## src/rtl/dcache_mshr_pkg.sv

```systemverilog
// Shared memory-interface types and MSHR entry definitions for the dcache miss tracker.
package dcache_mshr_pkg;

  localparam int unsigned ADDR_W       = 32;
  localparam int unsigned BLOCK_W      = 64;
  localparam int unsigned TAG_W        = 4;
  localparam int unsigned NUM_MSHR_DEF = 4;

  typedef logic [ADDR_W-1:0]  ADDR;
  typedef logic [BLOCK_W-1:0] MEM_BLOCK;
  typedef logic [TAG_W-1:0]   MEM_TAG;

  typedef struct packed {
    logic     valid;
    ADDR      addr;
    MEM_BLOCK data;
    logic     prior;
  } MEM_REQ_PACKET;

  typedef struct packed {
    MEM_BLOCK data;
    MEM_TAG   mem_tag;
  } MEM_DATA_PACKET;

  typedef enum logic [1:0] {
    MSHR_INVALID   = 2'd0,
    MSHR_PEND_REQ  = 2'd1,
    MSHR_WAIT_DATA = 2'd2
  } MSHR_STATE;

  typedef struct packed {
    MSHR_STATE state;
    ADDR       addr;
    logic      is_wb;
    MEM_BLOCK  data;
    MEM_TAG    tag;
  } MSHR_ENTRY;

endpackage

```

## src/rtl/dcache_mshr_psel_lowest.sv

```systemverilog
// Lowest-index priority selector: returns the index of the lowest set request bit.
module dcache_mshr_psel_lowest #(
  parameter int unsigned N     = 4,
  parameter int unsigned IDX_W = $clog2(N)
) (
  input  logic [N-1:0]     req,
  output logic [IDX_W-1:0] idx,
  output logic             any
);

  // Scan downwards so the lowest set bit is the last one written.
  always_comb begin
    idx = '0;
    any = 1'b0;
    for (int i = int'(N) - 1; i >= 0; i--) begin
      if (req[i]) begin
        idx = IDX_W'(i);
        any = 1'b1;
      end
    end
  end

endmodule

```

## src/rtl/dcache_mshr.sv

```systemverilog
// Miss-status holding registers: tracks dcache fills and writebacks, issues one memory
// request per cycle, matches returning tags and delivers completed fills.
module dcache_mshr
  import dcache_mshr_pkg::*;
#(
  parameter int unsigned NUM_MSHR = NUM_MSHR_DEF,
  parameter int unsigned IDX_W    = $clog2(NUM_MSHR)
) (
  input  logic           clock,
  input  logic           reset_n,
  input  logic           miss_valid,
  input  ADDR            miss_addr,
  input  logic           miss_is_wb,
  input  MEM_BLOCK       miss_data,
  output logic           miss_accepted,
  output logic [IDX_W-1:0] miss_idx,
  output logic           mshr_full,
  output MEM_REQ_PACKET  dcache_mem_req_packet,
  input  logic           dcache_mem_req_accepted,
  input  MEM_TAG         mem_trxn_tag,
  input  MEM_DATA_PACKET mem_data_packet,
  output logic           fill_valid,
  output logic [IDX_W-1:0] fill_idx,
  output ADDR            fill_addr,
  output MEM_BLOCK       fill_data
);

  MSHR_ENTRY entries   [NUM_MSHR];
  MSHR_ENTRY entries_n [NUM_MSHR];

  logic [NUM_MSHR-1:0] free_v, pend_ld, pend_wb, ld_hit, wb_block, tag_hit;
  logic [IDX_W-1:0]    free_idx, ld_idx, wb_idx, hit_idx, fill_sel, iss_idx;
  logic                free_any, ld_any, wb_any, hit_any, fill_any, iss_any, do_alloc;
  ADDR                 miss_blk;

  assign miss_blk = miss_addr & ~ADDR'(7);

  // Per-entry status vectors, all from registered state.
  always_comb begin
    for (int i = 0; i < int'(NUM_MSHR); i++) begin
      free_v[i]   = entries[i].state == MSHR_INVALID;
      pend_ld[i]  = entries[i].state == MSHR_PEND_REQ && !entries[i].is_wb;
      pend_wb[i]  = entries[i].state == MSHR_PEND_REQ && entries[i].is_wb;
      ld_hit[i]   = entries[i].state != MSHR_INVALID && !entries[i].is_wb &&
                    entries[i].addr == miss_blk;
      wb_block[i] = pend_wb[i] && entries[i].addr == miss_blk;
      tag_hit[i]  = entries[i].state == MSHR_WAIT_DATA && mem_data_packet.mem_tag != '0 &&
                    entries[i].tag == mem_data_packet.mem_tag;
    end
  end

  dcache_mshr_psel_lowest #(.N(NUM_MSHR), .IDX_W(IDX_W)) u_free (.req(free_v),  .idx(free_idx), .any(free_any));
  dcache_mshr_psel_lowest #(.N(NUM_MSHR), .IDX_W(IDX_W)) u_ld   (.req(pend_ld), .idx(ld_idx),   .any(ld_any));
  dcache_mshr_psel_lowest #(.N(NUM_MSHR), .IDX_W(IDX_W)) u_wb   (.req(pend_wb), .idx(wb_idx),   .any(wb_any));
  dcache_mshr_psel_lowest #(.N(NUM_MSHR), .IDX_W(IDX_W)) u_hit  (.req(ld_hit),  .idx(hit_idx),  .any(hit_any));
  dcache_mshr_psel_lowest #(.N(NUM_MSHR), .IDX_W(IDX_W)) u_fill (.req(tag_hit), .idx(fill_sel), .any(fill_any));

  assign mshr_full = ~free_any;
  assign iss_any   = ld_any | wb_any;
  assign iss_idx   = ld_any ? ld_idx : wb_idx;

  // Load merge beats allocation; a load to a still-pending writeback block must wait.
  always_comb begin
    miss_accepted = 1'b0;
    miss_idx      = '0;
    do_alloc      = 1'b0;
    if (miss_valid) begin
      if (!miss_is_wb && hit_any) begin
        miss_accepted = 1'b1;
        miss_idx      = hit_idx;
      end else if (!miss_is_wb && (|wb_block)) begin
        miss_accepted = 1'b0;
      end else if (free_any) begin
        miss_accepted = 1'b1;
        miss_idx      = free_idx;
        do_alloc      = 1'b1;
      end
    end
  end

  always_comb begin
    dcache_mem_req_packet = '0;
    if (iss_any) begin
      dcache_mem_req_packet.valid = 1'b1;
      dcache_mem_req_packet.addr  = entries[iss_idx].addr;
      dcache_mem_req_packet.data  = entries[iss_idx].data;
      dcache_mem_req_packet.prior = ~entries[iss_idx].is_wb;
    end
  end

  // Grant, data return and allocation touch disjoint entries, so all apply together.
  always_comb begin
    entries_n = entries;
    if (iss_any && dcache_mem_req_accepted) begin
      if (entries[iss_idx].is_wb) begin
        entries_n[iss_idx].state = MSHR_INVALID;
      end else if (mem_trxn_tag != '0) begin
        entries_n[iss_idx].state = MSHR_WAIT_DATA;
        entries_n[iss_idx].tag   = mem_trxn_tag;
      end
    end
    if (fill_any) begin
      entries_n[fill_sel].state = MSHR_INVALID;
    end
    if (do_alloc) begin
      entries_n[free_idx].state = MSHR_PEND_REQ;
      entries_n[free_idx].addr  = miss_blk;
      entries_n[free_idx].is_wb = miss_is_wb;
      entries_n[free_idx].data  = miss_is_wb ? miss_data : '0;
      entries_n[free_idx].tag   = '0;
    end
  end

  always_ff @(posedge clock or negedge reset_n) begin
    if (!reset_n) begin
      for (int i = 0; i < int'(NUM_MSHR); i++) begin
        entries[i] <= '0;
      end
    end else begin
      entries <= entries_n;
    end
  end

  always_ff @(posedge clock or negedge reset_n) begin
    if (!reset_n) begin
      fill_valid <= 1'b0;
      fill_idx   <= '0;
      fill_addr  <= '0;
      fill_data  <= '0;
    end else begin
      fill_valid <= fill_any;
      if (fill_any) begin
        fill_idx  <= fill_sel;
        fill_addr <= entries[fill_sel].addr;
        fill_data <= mem_data_packet.data;
      end
    end
  end

  a_one_tag_hit: assert property (@(posedge clock) disable iff (!reset_n) $onehot0(tag_hit));
  a_acc_valid:   assert property (@(posedge clock) disable iff (!reset_n) miss_accepted |-> miss_valid);

endmodule

```

## config.mk

```make
export PLATFORM = sky130hd
export DESIGN_NAME = dcache_mshr
export DESIGN_NICKNAME = d
export VERILOG_FILES = /design/src/rtl/dcache_mshr_pkg.sv /design/src/rtl/dcache_mshr_psel_lowest.sv /design/src/rtl/dcache_mshr.sv
export SDC_FILE = /design/constraint.sdc
export NUM_CORES = 1
export LEC_CHECK = 0
export BUFFER_PORTS_ARGS = -buffer_cell sky130_fd_sc_hd__buf_2
export CAP_MARGIN = 15
export CORE_MARGIN = 1.5
export CORE_UTILIZATION = 62
export DETAILED_ROUTE_END_ITERATION = 7
export PLACE_DENSITY = 0.9
export SYNTH_ARGS = -nofsm -noshare
export SYNTH_HDL_FRONTEND = slang
export SYNTH_HIERARCHICAL = 1
export SYNTH_SLANG_ARGS = --single-unit
```

## constraint.sdc

```tcl
create_clock -name clock -period 4.75 [get_ports clock]
set_input_delay 0.95 -clock clock [delete_from_list [all_inputs] [get_ports clock]]
set_output_delay 0.95 -clock clock [all_outputs]
set_load 0.05 [all_outputs]
```

==> results by group <==
STA
  – Relative slew margins: 0.416
  – RSZ-0062 raised after global routing: false
  – Setup violators final: 0
  – F_max: ~220 MHz
  – Hold violation total from the final report: 0
  – Final critical path time including I/O delays and setup: between 4000 and 5000 ps
  – Fin Setup TNS: 0 ps
  – Worst-margin pin slew: around 870 ps
  – Final Skew: roughly 29 ps
  – Period utilization: 0.966
  – Fin. max-slew vios: 0

Yosys
  – Largest family of logic cells by synthesized area: multiplexers
  – Top cells by area, synth: dfrtp_1 49%, mux2_2 17%, mux4_2 11%
  – Ys Warns: 6
  – Xor/xnor share of the synthesized area: 0.0441
  – Most common library cells after synthesis: 496 x dfrtp_1, 377 x mux2_2, 169 x and2_1, 123 x mux4_2, 118 x xnor2_1
  – Synth Area in Compound Gates: 0.00753
  – Synth top area share: 0.488
  – Top-count cell post-synth: dfrtp_1
  – Syn Area/Cell: 14.6 µm²
  – Post-synthesis mux area share: 0.340
  – Async SR Flop Fraction: 1.00
  – Post-synthesis register bit count: between 400 and 500
  – Post-Syn Instances: between 1500 and 2000
  – Sequential area share after synthesis: 0.488
  – Primary FF master, synth: dfrtp_1
  – Post-synth EDFFs: 0
  – Simple-gate area share of the yosys netlist: 0.0790
  – Yosys cell types: 49
  – Synth Area in Adders: 0
  – Synthesized area: roughly 25000 µm²
  – Yosys top cell by area: dfrtp_1

Clock network
  – H-tree Lvls: 2
  – Clock tree buffer depth: 3
  – Clk_lat worst skew: 610 ps
  – Post-CTS setup buffer count: 0
  – CTS Buf Count: 51
  – Clock sinks: between 400 and 500
  – CTS Root Cell: clkbuf_16
  – CTS tree: built
  – Clk pin slew, worst setup/hold paths: roughly 60 ps

Drt
  – Drc violations: 0
  – ANT nets after route: 0
  – Final WL: between 60000 and 70000 µm
  – DR iter-0 viols: about 1100
  – First-pass DRT Iterations: 6
  – Avg Vias per Cell: slightly above 6
  – Routed len/inst: ~24 µm
  – DR vias: between 15000 and 20000

Global route
  – Grt ovf: 0
  – Largest net degree at the start of global routing: between 100 and 150
  – First-pass GRT wire length: 97600 µm
  – Vias in the first global route: roughly 17000
  – Gr usage total: 0.302
  – Initial antenna violation count: 10

Worst setup path
  – Arr. time, crit path: approximately 3600 ps
  – Worst-path fanout max: 13
  – Critical path data required time: between 3000 and 4000 ps
  – Worst Path Class, Setup: reg -> out
  – Endpoint class of the critical path: output port
  – Startpoint Class: register

Placement
  – GPL Wtd Cong: approximately 0.90
  – Inst Count DP: 2539
  – Detail Placement HPWL: approximately 40000 µm
  – I/O Buffers: 364
  – Area post-placement: roughly 28000 µm²

Floorplanning
  – Chip height: ~210 µm
  – CORE AREA: between 40000 and 50000 µm²
  – Initial core utilization: 0.626
  – Die Wd: slightly above 200 µm
  – Std-Cell Rows: 74
  – IO Count: 374
  – Die ar.: between 40000 and 50000 µm²

Layout
  – Layout Nets: ~2200
  – Fin cells: between 2000 and 3000
  – Fraction of layout cells with a size suffix above 1: 0.528
  – Post-Route Utilization: 0.720
  – Finished Cell Area: approximately 30000 µm²
  – # fillers: 2568
  – Synthesis-to-layout area growth: 15.2%

Flow run
  – Max_cap viols: 0

Min path
  – Hold Path Class: in -> async

Status
  – Status: finished clean
## cells in the final DEF (no fill, tap or decap), types with 17 or more instances in the layout
| cell type | n |
|---|---|
| mux2_4 | 95 |
| buf_4 | 20 |
| nor2_1 | 23 |
| xnor2_1 | 117 |
| mux4_2 | 123 |
| and2_1 | 169 |
| clkbuf_16 | 51 |
| buf_12 | 21 |
| nand2_1 | 17 |
| buf_2 | 363 |
| nand4_1 | 27 |
| mux2_2 | 376 |
| dfrtp_1 | 496 |
## sequential cells by signal, summed over array words and instances, names as in the netlist
| name | count |
|---|---|
| fill_valid | 1 |
| fill_addr | 29 |
| fill_idx | 2 |
| fill_data | 64 |
| entries | 400 |
## layout make-up
class / count / area (µm²) / area share
clock inverters: 17 / 155 / 0.00530
flip-flops and latches: 496 / 12400 / 0.424
repair buffers: 405 / 2400 / 0.0820
multi-input cells: 1096 / 12100 / 0.413
inverters: 12 / 45.0 / 0.00154
clock buffers: 75 / 1500 / 0.0511
well taps: 532 / 666 / 0.0227
diodes: 10 / 25.0 / 0.000855
## logic make-up (layout without fill, tap and decap cells)
logic type | after synthesis | after routing
xor gates and xnor gates | 128 | 128
DFF | 496 | 496
and+or+nand+nor | 322 | 322
muxes | 613 | 615
other | 1 | 16
AOI/OAI and AO/OA | 25 | 25
buffers and inverters | 156 | 509
## worst paths after layout
kind	startpoint	end	slack (ps)	cells past startpoint
max reg2reg	entries[292]	entries[284]	950	14
max	entries[308]	dcache_mem_req_packet[33]	160	8
min	reset_n	entries[311]	390	1
min in group clock	entries[125]	entries[125]	500	1
min reg2reg	entries[125]	entries[125]	500	1
max in group asynchronous	reset_n	fill_data[27]	3210	2
## metal layers
metal,up-vias,GRT usage,share of wire
met5,-,0,0.00033
met4,4,0.117,0.032
met3,137,0.0622,0.075
met2,640,0.495,0.50
met1,8330,0.399,0.40
li1,6905,-,-
## critical path, cell delays in order (launching register included)
cell,delay (ps)
dfrtp_1,440
nor3b_1,390
inv_1,100
a21oi_2,420
mux2_8,420
buf_4,300
mux4_2,550
and2_1,190
buf_2,210
## what timing repair did
| action | CTS | global route |
|---|---|---|
| pin swaps | 0 | 0 |
| endpoints found under the setup margin | 10 | 48 |
| resized for setup | 0 | 4 |
| cloned | 1 | 1 |
| hold buffers | 0 | 0 |
| hold endpoints to repair | 0 | 0 |
## metrics by stage
stage / setup WS, ps / hold WS [ps]
floorplan: 422 / 474
global placement: 370 / 481
detailed placement: 280 / 487
CTS: 66.3 / 437
global route: 61.7 / 474
finish: 162 / 387
Power is left out: the tool's default activity adds up to more than one toggle a clock period on the data nets, which glitch-free logic cannot reach.
